File: src/rtl/fa_serial_sched.sv
// Round-robin front end for one shared full-adder cell. Each granted request
// is summed bit-serially, LSB first, with the ripple carry held in a flop.
module fa_serial_sched #(
    parameter int unsigned NREQ  = 4,
    parameter int unsigned WIDTH = 8
) (
    input  logic                                         clk,
    input  logic                                         rst_n,
    input  logic [NREQ-1:0]                              req_valid,
    output logic [NREQ-1:0]                              req_ready,
    input  logic [NREQ*WIDTH-1:0]                        req_a,
    input  logic [NREQ*WIDTH-1:0]                        req_b,
    input  logic [NREQ-1:0]                              req_cin,
    output logic                                         fa_a,
    output logic                                         fa_b,
    output logic                                         fa_ci,
    input  logic                                         fa_s,
    input  logic                                         fa_co,
    output logic                                         rsp_valid,
    input  logic                                         rsp_ready,
    output logic [((NREQ > 1) ? $clog2(NREQ) : 1)-1:0]   rsp_id,
    output logic [WIDTH-1:0]                             rsp_sum,
    output logic                                         rsp_cout,
    output logic                                         busy
);

    localparam int unsigned IW = (NREQ > 1) ? $clog2(NREQ) : 1;
    localparam int unsigned CW = (WIDTH > 1) ? $clog2(WIDTH) : 1;

    localparam logic [1:0] ST_IDLE = 2'd0;
    localparam logic [1:0] ST_RUN  = 2'd1;
    localparam logic [1:0] ST_DONE = 2'd2;

    logic [1:0]       state_q, state_d;
    logic [IW-1:0]    ptr_q,   ptr_d;
    logic [IW-1:0]    id_q,    id_d;
    logic [CW-1:0]    cnt_q,   cnt_d;
    logic [WIDTH-1:0] opa_q,   opa_d;
    logic [WIDTH-1:0] opb_q,   opb_d;
    logic [WIDTH-1:0] sum_q,   sum_d;
    logic             carry_q, carry_d;

    logic [NREQ-1:0]  gnt_c;
    logic [IW-1:0]    gnt_idx_c;
    logic             gnt_any_c;

    // First valid requester at or above ptr, wrapping to 0.
    always_comb begin : rr_grant
        int unsigned idx;
        gnt_c     = '0;
        gnt_idx_c = '0;
        gnt_any_c = 1'b0;
        idx       = 0;
        for (int unsigned k = 0; k < NREQ; k++) begin
            idx = 32'(ptr_q) + k;
            if (idx >= NREQ) begin
                idx = idx - NREQ;
            end
            if (!gnt_any_c && req_valid[IW'(idx)]) begin
                gnt_any_c = 1'b1;
                gnt_idx_c = IW'(idx);
            end
        end
        gnt_c[gnt_idx_c] = gnt_any_c;
    end

    always_comb begin : next_state
        state_d = state_q;
        ptr_d   = ptr_q;
        id_d    = id_q;
        cnt_d   = cnt_q;
        opa_d   = opa_q;
        opb_d   = opb_q;
        sum_d   = sum_q;
        carry_d = carry_q;
        case (state_q)
            ST_IDLE: begin
                if (gnt_any_c) begin
                    opa_d   = req_a[32'(gnt_idx_c)*WIDTH +: WIDTH];
                    opb_d   = req_b[32'(gnt_idx_c)*WIDTH +: WIDTH];
                    carry_d = req_cin[gnt_idx_c];
                    id_d    = gnt_idx_c;
                    cnt_d   = '0;
                    sum_d   = '0;
                    state_d = ST_RUN;
                end
            end
            ST_RUN: begin
                // Sum bits arrive LSB first and shift down from the MSB.
                sum_d   = {fa_s, sum_q[WIDTH-1:1]};
                carry_d = fa_co;
                opa_d   = opa_q >> 1;
                opb_d   = opb_q >> 1;
                cnt_d   = cnt_q + CW'(1);
                if (cnt_q == CW'(WIDTH - 1)) begin
                    state_d = ST_DONE;
                end
            end
            ST_DONE: begin
                if (rsp_ready) begin
                    state_d = ST_IDLE;
                    ptr_d   = (id_q == IW'(NREQ - 1)) ? '0 : id_q + IW'(1);
                end
            end
            default: begin
                state_d = ST_IDLE;
            end
        endcase
    end

    always_ff @(posedge clk or negedge rst_n) begin
        if (!rst_n) begin
            state_q <= ST_IDLE;
            ptr_q   <= '0;
            id_q    <= '0;
            cnt_q   <= '0;
            opa_q   <= '0;
            opb_q   <= '0;
            sum_q   <= '0;
            carry_q <= 1'b0;
        end else begin
            state_q <= state_d;
            ptr_q   <= ptr_d;
            id_q    <= id_d;
            cnt_q   <= cnt_d;
            opa_q   <= opa_d;
            opb_q   <= opb_d;
            sum_q   <= sum_d;
            carry_q <= carry_d;
        end
    end

    // Grant is masked while reset is held so nothing is offered before release.
    assign req_ready = (rst_n && (state_q == ST_IDLE)) ? gnt_c : '0;

    assign fa_a      = (state_q == ST_RUN) & opa_q[0];
    assign fa_b      = (state_q == ST_RUN) & opb_q[0];
    assign fa_ci     = (state_q == ST_RUN) & carry_q;

    assign rsp_valid = (state_q == ST_DONE);
    assign rsp_sum   = (state_q == ST_DONE) ? sum_q : '0;
    assign rsp_cout  = (state_q == ST_DONE) & carry_q;
    assign rsp_id    = (state_q == ST_DONE) ? id_q : '0;
    assign busy      = (state_q == ST_RUN) || (state_q == ST_DONE);

endmodule

File: config.mk
export PLATFORM = sky130hd
export DESIGN_NAME = fa_serial_sched
export DESIGN_NICKNAME = d
export VERILOG_FILES = /design/src/rtl/fa_serial_sched.sv
export SDC_FILE = /design/constraint.sdc
export NUM_CORES = 1
export LEC_CHECK = 0
export CORE_AREA = 2 2 68 102
export DETAILED_ROUTE_END_ITERATION = 16
export DIE_AREA = 0 0 70 104
export PLACE_DENSITY = 0.76
export SYNTH_ARGS = -nofsm -noshare
export SYNTH_HDL_FRONTEND = slang
export SYNTH_SLANG_ARGS = --single-unit
export TNS_END_PERCENT = 30
File: constraint.sdc
create_clock -name clk -period 4.2 [get_ports clk]
set_input_delay 0.63 -clock clk [delete_from_list [all_inputs] [get_ports clk]]
set_output_delay 0.63 -clock clk [all_outputs]
set_load 0.03 [all_outputs]
==> key figures <==
CTS
  – H-tree depth: 2
  – Longest Clk Path Bufs: 2
  – Post-CTS setup buffer count: 0
  – Clock slew at reported path FFs: 0.06 ns
  – Gates resized, CTS repair: 0
  – CTS Hold Bufs: 0
  – Root buf cell: clkbuf_8
  – Clock Sinks: 34
  – TritonCTS clock tree: yes
  – CTS Buf Count: 5
  – Clock latency on the worst-skew pair: 0.28 ns

Yosys
  – Top cells by area, synth: dfrtp_1 (34%), o21ai_0 (7.0%), a221oi_2 (5.4%)
  – Largest family of logic cells by synthesized area: compound AO/OA/AOI/OAI gates
  – Post-Synth XOR/XNOR Area: 0%
  – Post-synth top area cell: dfrtp_1
  – Syn nets: 352
  – Synthesis-stage register bit count: 34
  – Synth Area in Adders: 3.505%
  – Sequential element share of the synthesized area: 34.05%
  – Simple-Gate Fraction of Synth Area: 18.73%
  – Ys Warns: 0
  – Gate count after technology mapping: 268
  – Compound-cell area share of the yosys netlist: 33.80%
  – Post-synth top area share: 34.05%
  – Synth cell types: 42
  – Mean area per synthesized cell: 9.323 um^2
  – Mux cell area share after synthesis: 2.904%
  – Synthesized cell area: 2499 um^2

Global routing
  – Vias in the first global route: 2481
  – Global-route wire length before repair: 11660 um
  – Antenna violations before repair: 0
  – Gr usage total: 19.71%
  – Largest net degree at the start of global routing: 40
  – Total gr overflow: 0

Critical path
  – Crit path capture type: output port
  – Worst-path cell chain: clkdlybuf4s50_1, a21oi_1, o221a_2, and3_1, clkdlybuf4s50_1
  – Arrival @ worst endpoint: 2.93 ns
  – FF-to-FF path depth: 9
  – CP required: 3.57 ns
  – Slowest cell on the critical path: clkdlybuf4s50_1
  – Reg2reg setup slack: 1.75 ns
  – WS Path Type: input pin to output port
  – Startpoint class of the critical path: input pin
  – Max FO, Critical Path: 16
  – Slowest stage delay, CP: 0.67 ns
  – Cell repeated most along the worst path: clkdlybuf4s50_1

Detailed routing
  – Via count: 2382
  – Residual DRC: 0
  – Pre-antenna DRT Iters: 4
  – Vias per cell: 5.552
  – WL final: 7122 um
  – Post-DRT Antenna Nets: 0
  – Initial DRC Count: 71
  – Wire per inst: 16.60 um

Cells and area
  – Final std cells w/o fill: 429
  – Most frequent cells in the layout: clkdlybuf4s50_1 (95), o21ai_0 (35), dfrtp_1 (34)
  – Fin util: 55.18%
  – Area growth from synthesis to layout: 41.26%
  – Layout cell share with drive strength beyond 1: 11.05%
  – Nets: 436
  – Most common cell after layout, fill and taps aside: clkdlybuf4s50_1
  – Diodes inserted: 0

Timing
  – Setup TNS: 0 ns
  – Worst-margin pin slew: 0.8317 ns
  – Fmax: 0.2810 GHz
  – Max-slew violation count: 0
  – Worst Hold Slack: 0.2523 ns
  – Minimum clock period: 3.558 ns
  – Final setup fails: 0
  – Final period utilization: 84.72%
  – Worst slew margin: 44.55%
  – RSZ-0062 raised after global routing: false
  – Final clock skew: 0.007873 ns
  – Fin. Hold Viols: 0

Floorplan
  – Die height: 104 um
  – Core Area: 6396 um^2
  – Die X-Extent: 70 um
  – Num rows: 36
  – Full die area: 7280 um^2
  – Ports: 97
  – Initial Util: 39.06%

Placed design
  – Post-DP HPWL: 5284 um
  – # placed instances: 421
  – Port bufs: 96
  – GP Congestion: 0.7664

Outcome
  – Status: finished, final reports clean

Power and ir drop
  – Pwr per Cell Area: 573.2 nW/um^2
  – P_leak: 1.394 nW
  – VDD IR max: 475.5 uV

Hold path
  – Tightest Hold Check Type: input pin to async pin

Flow run
  – MaxCap Viol Count: 0
-- final timing paths --
kind                                    from            to
max in group asynchronous              rst_n      sum_q[3]
min in group clk                    opa_q[7]      opa_q[7]
worst max-delay path            req_valid[2]  req_ready[1]
worst max register to register    state_q[1]      opa_q[6]
worst min register to register      opa_q[7]      opa_q[7]
worst min-delay path                   rst_n      opa_q[5]
-- per-layer routing --
| layer | track usage, % | vias to the layer above | part of all wire (%) |
|---|---|---|---|
| met5 | 0 | - | 0 |
| met4 | 6.319 | 0 | 1.7 |
| met3 | 3.973 | 11 | 6.1 |
| met2 | 36.94 | 74 | 53 |
| met1 | 21.73 | 1124 | 39 |
| li1 | - | 1173 | - |
-- critical path: cells and delay by family --
| kind | cells | cell delay (ns) |
|---|---|---|
| compound gates | 2 | 0.75 |
| buf+inv | 2 | 1.30 |
| simple gates | 1 | 0.24 |
-- through the flow --
stage,setup WS [ns],power (mW),area (um^2)
after floorplan,1.870,1.471,2499
after global placement,0.6618,1.756,3438
after detailed placement,0.6486,1.790,3438
after CTS,0.6349,2.050,3530
after global routing,0.5239,2.203,3530
final,0.6418,2.023,3530
-- sequential cells by signal, indices dropped and copies added, names as in the netlist --
| register | count |
|---|---|
| opb_q | 8 |
| opa_q | 8 |
| id_q | 2 |
| sum_q | 8 |
| carry_q | 1 |
| ptr_q | 2 |
| state_q | 2 |
| cnt_q | 3 |
-- kinds of logic after synthesis --
kind of cell | after synthesis
flops | 34
simple gates | 78
compound gates | 112
buf+inv | 30
fa+ha+maj | 7
mux | 7
-- cells in the mapped netlist (all sizes together) --
cell    number
o21ai       37
dfrtp       34
buf         19
a21o        17
a221oi      15
and2        15
nand3       15
nand3b      15
nand2       13
a21oi       12
a22o        10
a31oi        9
nor2         8
ha           7
inv          6
clkbuf       5
mux2i        5
nand2b       4
o221ai       3
and3         2
mux2         2
nor3         2
o22ai        2
o31ai        2
or2          2
a211o        1
a21boi       1
a222oi       1
nor2b        1
nor4         1
o221a        1
o22a         1
-- layout make-up --
class,instances,area [um^2]
Clock buffer,7,86.33
Multi-Input combinational cell,204,1476
Clock inverter,1,5.005
Timing Repair Buffer,101,993.5
Sequential cell,34,850.8
Fill cell,616,2867
Inverter,6,22.52
Tap cell,76,95.09
-- where the power goes --
part,switching [mW],internal [mW]
Clock,0.117,0.132
Combinational,0.690,0.519
Sequential,0.0959,0.470
Total,0.903,1.12
No activity file was read; power rests on OpenSTA's default activity.
==> edit 1 (same settings) <==
Change the parameter `NREQ` from 4 to 2.
--- a/src/rtl/fa_serial_sched.sv
+++ b/src/rtl/fa_serial_sched.sv
@@ -1,7 +1,7 @@
 // Round-robin front end for one shared full-adder cell. Each granted request
 // is summed bit-serially, LSB first, with the ripple carry held in a flop.
 module fa_serial_sched #(
-    parameter int unsigned NREQ  = 4,
+    parameter int unsigned NREQ  = 2,
     parameter int unsigned WIDTH = 8
 ) (
     input  logic                                         clk,
Ports: changed (6 resized); port bits go from 97 to 58. No check against the original RTL was run, so the function may have changed too.
==> edit 1 against the unedited design <==
  * Routed wire length fell by 45%
  * Area after synthesis fell by 30%
  * Largest power group unchanged
  * Synthesized cell count fell by 38%
  * Critical path type unchanged
  * Sequential power fell by 8.8%
  * Final area fell by 30%
  * Total power fell by 22%
  * Global-route usage fell by 8.1 points
  * Critical path depth did not move
  * First-iteration DRC count rose by 44%
  * Non-clock buffer count fell by 43
  * Sequential cell count fell by 2
  * Setup slack improved by 440 ps
==> edit 1: results (changes against the unedited design) <==
Worst Skew = 1.60 ps (-6.27 ps)
main area contributors after synthesis = dfrtp_1 (46%), mux2i_1 (9.7%), o211ai_2 (5.7%)
initial antenna violation count = 0 (unchanged)
CTS Buffer Depth = 2 (unchanged)
largest net degree at the start of global routing = 35 (-13%)
HPWL after DPL = 2.88 mm (-45%)
GRT Total Usage = 11.7% (-8.1 points)
placed inst area = 2350 µm² (-32%)
Regs by FF count = opa_q: 8 flops, opb_q: 8 flops, sum_q: 8 flops
first-pass GRT wire length = 6.84 mm (-41%)
CP Max Fanout = 18 (+2)
Setup TNS Final = 0 ps (unchanged)
Rel. slew slack = 31.8% (-13 points)
number of global-route vias before repair = 1459 (-41%)
top cells by count, synth = dfrtp_1 (32), nand2_1 (21), mux2i_1 (17), nand3_1 (16), and2_1 (13)
Iter 0 DRT Violations = 102 (+44%)
nets = 268 (-39%)
CP top delay family = buffers and inverters
ant diodes = 0 (unchanged)
Final Wtd Congestion = 0.691 (-9.8%)
Arr. time, crit path = 2490 ps (-440 ps)
sequential element share of the synthesized area = 45.6% (+12 points)
H-tree depth = 2 (unchanged)
leakage power figure = 1.09 nW (-22%)
Post-Syn Nets = 214 (-39%)
total number of vias = 1412 (-41%)
DRT Pass-1 Iters = 4 (unchanged)
maximum VDD drop = 269 µV (-43%)
worst stage delay on the critical path = 690 ps (+20 ps)
status = completed
Routed WL per cell = 13.2 µm (-20%)
Distinct cells, synth = 28 (-33%)
port bufs = 57 (-41%)
Fillers = 659 (+7.0%)
fraction of layout instances using a drive strength above 1 = 9.95% (-1.1 points)
final wirelength = 3.93 mm (-45%)
post-synth top area share = 45.6% (+12 points)
cells after synthesis = 166 (-38%)
cell internal pwr = 923 µW (-18%)
dpl cells = 289 (-31%)
[edit 1: cell types whose count changed after synthesis, moves of 5 or more]
cell      before  now
a221oi_2       9    0
a21o_1        17    0
nand3b_1      15    0
o211ai_2       0    8
a31oi_1        9    1
nand2_1       13   21
o21ai_0       35    2
mux2i_1        5   17
a221oi_1       6    1
a21oi_1       11    3
o211ai_1       0    7
[edit 1: layout make-up]
class	instances	share of cell area, %
Multi-Input combinational cell	119	35.1
Sequential cell	32	32.6
Timing Repair Buffer	58	23.3
Tap cell	76	3.87
Clock buffer	5	2.80
Clock inverter	3	1.73
Inverter	4	0.610
[edit 1: per-stage QoR]
stage               setup slack [ps]  util (%)  power (mW)
floorplan                       2030         -        1.14
global placement                1120      36.7        1.27
detailed placement              1080      36.7        1.29
CTS                             1060      38.5        1.59
global route                    1000      38.5        1.70
finish                          1080      38.5        1.57
[edit 1: power groups by stage]
stage          clock network (mW)  logic [mW]  registers [mW]
4_1_cts                     0.303       0.776           0.514
3_3_place_gp                    0       0.752           0.514
6_report                    0.294       0.758           0.516
3_5_place_dp                    0       0.774           0.519
2_1_floorplan                   0       0.638           0.499
5_1_grt                     0.312       0.852           0.531
[edit 1: cells by family after synthesis]
kind of cell	share of synthesized area (%)
compound gates	17.5
fa+ha+maj	4.99
buf+inv	5.06
flops	45.6
mux	9.70
simple gates	17.0
[edit 1: final timing paths]
| check | startpoint | to | slack, ps | cells after the start |
|---|---|---|---|---|
| hold reg to reg | cnt_q[0] | cnt_q[0] | 490 | 1 |
| max in group asynchronous | rst_n | sum_q[2] | 3520 | 2 |
| setup reg to reg | state_q[1] | opa_q[5] | 1720 | 6 |
| setup / recovery | req_valid[0] | req_ready[1] | 1080 | 5 |
| min in group clk | cnt_q[0] | cnt_q[0] | 490 | 1 |
| hold / removal | rst_n | opa_q[5] | 370 | 2 |
[edit 1: metal layers]
metal / global-route usage [%] / wire length (µm)
met5: 0 / 0
met3: 2.13 / 162
met1: 14.4 / 1610
met2: 19.7 / 2100
met4: 4.95 / 61
==> edit 2 (same flow settings) <==
Made on the original files. Make the reset (`rst_n`) synchronous in one clocked block.
--- a/src/rtl/fa_serial_sched.sv
+++ b/src/rtl/fa_serial_sched.sv
@@ -108,7 +108,7 @@
         endcase
     end
 
-    always_ff @(posedge clk or negedge rst_n) begin
+    always_ff @(posedge clk) begin
         if (!rst_n) begin
             state_q <= ST_IDLE;
             ptr_q   <= '0;
Check against the original RTL: differs if rst_n is asserted again (counterexample within 4 cycles, from zero or initial values and one cycle with rst_n low); with rst_n held inactive, the same outputs for 10 cycles.
==> edit 2 against the unedited design <==
  * Routed wire length up 2.2%
  * Global-route usage up 0.28 points
  * Setup slack better by 53 ps
  * Total power down 23%
  * Non-clock buffer count unchanged
  * Sequential share of layout area down 5.0 points
  * Area after synthesis up 0.20%
  * Sequential cell count unchanged
  * Final area up 0.99%
  * Count of clock-buffer cells in the layout unchanged
  * Critical path type unchanged
  * Largest power group unchanged
==> edit 2: results (changes against the unedited design) <==
WL met1 = 2.96 mm (+6.5%)
sequential element share of the synthesized area = 27.2% (-6.9 points)
M2 GR Usage = 35.7% (-1.2 points)
GRT met1 Usage = 23.5% (+1.8 points)
Multi-input gate area = 1670 µm² (+13%)
register area = 681 µm² (-20%)
pre-CTS WS = 708 ps (+59.7 ps)
met3 usage = 2.91% (-1.1 points)
metal3 WL = 393 µm (-9.0%)
cells after synthesis = 335 (+25%)
Post-Syn Nets = 419 (+19%)
GRT Total Usage = 20.0% (+0.28 points)
largest net degree at the start of global routing = 31 (-23%)
first-pass GRT wire length = 11.9 mm (+2.4%)
leakage power figure = 1.38 nW (-0.90%)
Multi-input comb cells = 265 (+30%)
fraction of layout instances using a drive strength above 1 = 3.86% (-7.2 points)
status = completed
Regs by FF count = opa_q: 8 flops, opb_q: 8 flops, sum_q: 8 flops
Max Freq = 0.285 GHz (+1.5%)
number of global-route vias before repair = 2583 (+4.1%)
HPWL after DPL = 5.56 mm (+5.2%)
invs w/o clock = 7 (+1)
Distinct cells, synth = 40 (-4.8%)
P_seq = 481 µW (-15%)
worst stage delay on the critical path = 690 ps (+20 ps)
Critical Path End = req_ready[0]
nets = 498 (+14%)
placed inst area = 3470 µm² (+1.0%)
FFs w/ async S/R, synth = 0% (-100 points)
final wirelength = 7.28 mm (+2.2%)
WL met2 = 3.66 mm (-3.4%)
clock network area share = 2.56% (-0.025 points)
part of the cycle the worst path needs = 83.5% (-1.3 points)
Arr. time, crit path = 2880 ps (-50 ps)
worst r2r path cells = 7 (-2)
Final Cell Area = 3560 µm² (+0.99%)
maximum VDD drop = 218 µV (-54%)
total number of vias = 2713 (+14%)
Iter 0 DRT Violations = 124 (+75%)
top cells by count, synth = dfxtp_1 (34), nand2_1 (25), nor2_1 (24), clkbuf_1 (21), o211ai_1 (19)
share of power burned in the clock network = 16.0% (+3.7 points)
Worst Skew = 6.52 ps (-1.35 ps)
Min-Delay Path Class = reg -> reg
port bufs = 96 (unchanged)
Worst R2R Setup Slack = 1260 ps (-490 ps)
switching share of power = 41.6% (-3.1 points)
Final Wtd Congestion = 0.874 (+14%)
CLK BUF = 7 (unchanged)
Rel. slew slack = 13.1% (-31 points)
Reg2Reg Capture Point = opb_q[4]
top routing layer in use = met4
buffer share of cell area = 28.0% (-0.14 points)
main area contributors after synthesis = dfxtp_1 (27%), o211ai_1 (5.7%), a21o_1 (4.8%)
## edit 2: cell count changes in the layout (fill, tap and decap cells not counted), moves of 12 or more
cell	change
o211ai_1	+19
a21boi_0	+15
nor2_1	+18
and3_1	+12
a21boi_1	+13
nor4_1	+14
dfrtp_1	-34
dfxtp_1	+34
o21ai_1	+13
nand2_1	+12
nand3b_1	-15
o21ai_0	-17
nor2b_1	+17
## edit 2: through the flow
stage / cells / power [mW]
after global placement: 483 / 1.29
after floorplan: 335 / 1.05
final: 491 / 1.56
after CTS: 491 / 1.57
after global routing: 491 / 1.68
after detailed placement: 483 / 1.31
## edit 2: cell families (layout without fill, tap and decap cells)
family                     count (synthesis)  count (layout)  synth area share (%)
muxes                                      5               5                  2.00
buffers and inverters                     36             116                  6.00
DFF                                       34              34                  27.2
and+or+nand+nor                          127             127                  27.2
AOI/OAI and AO/OA                        126             126                  34.1
adders and majority gates                  7               7                  3.50
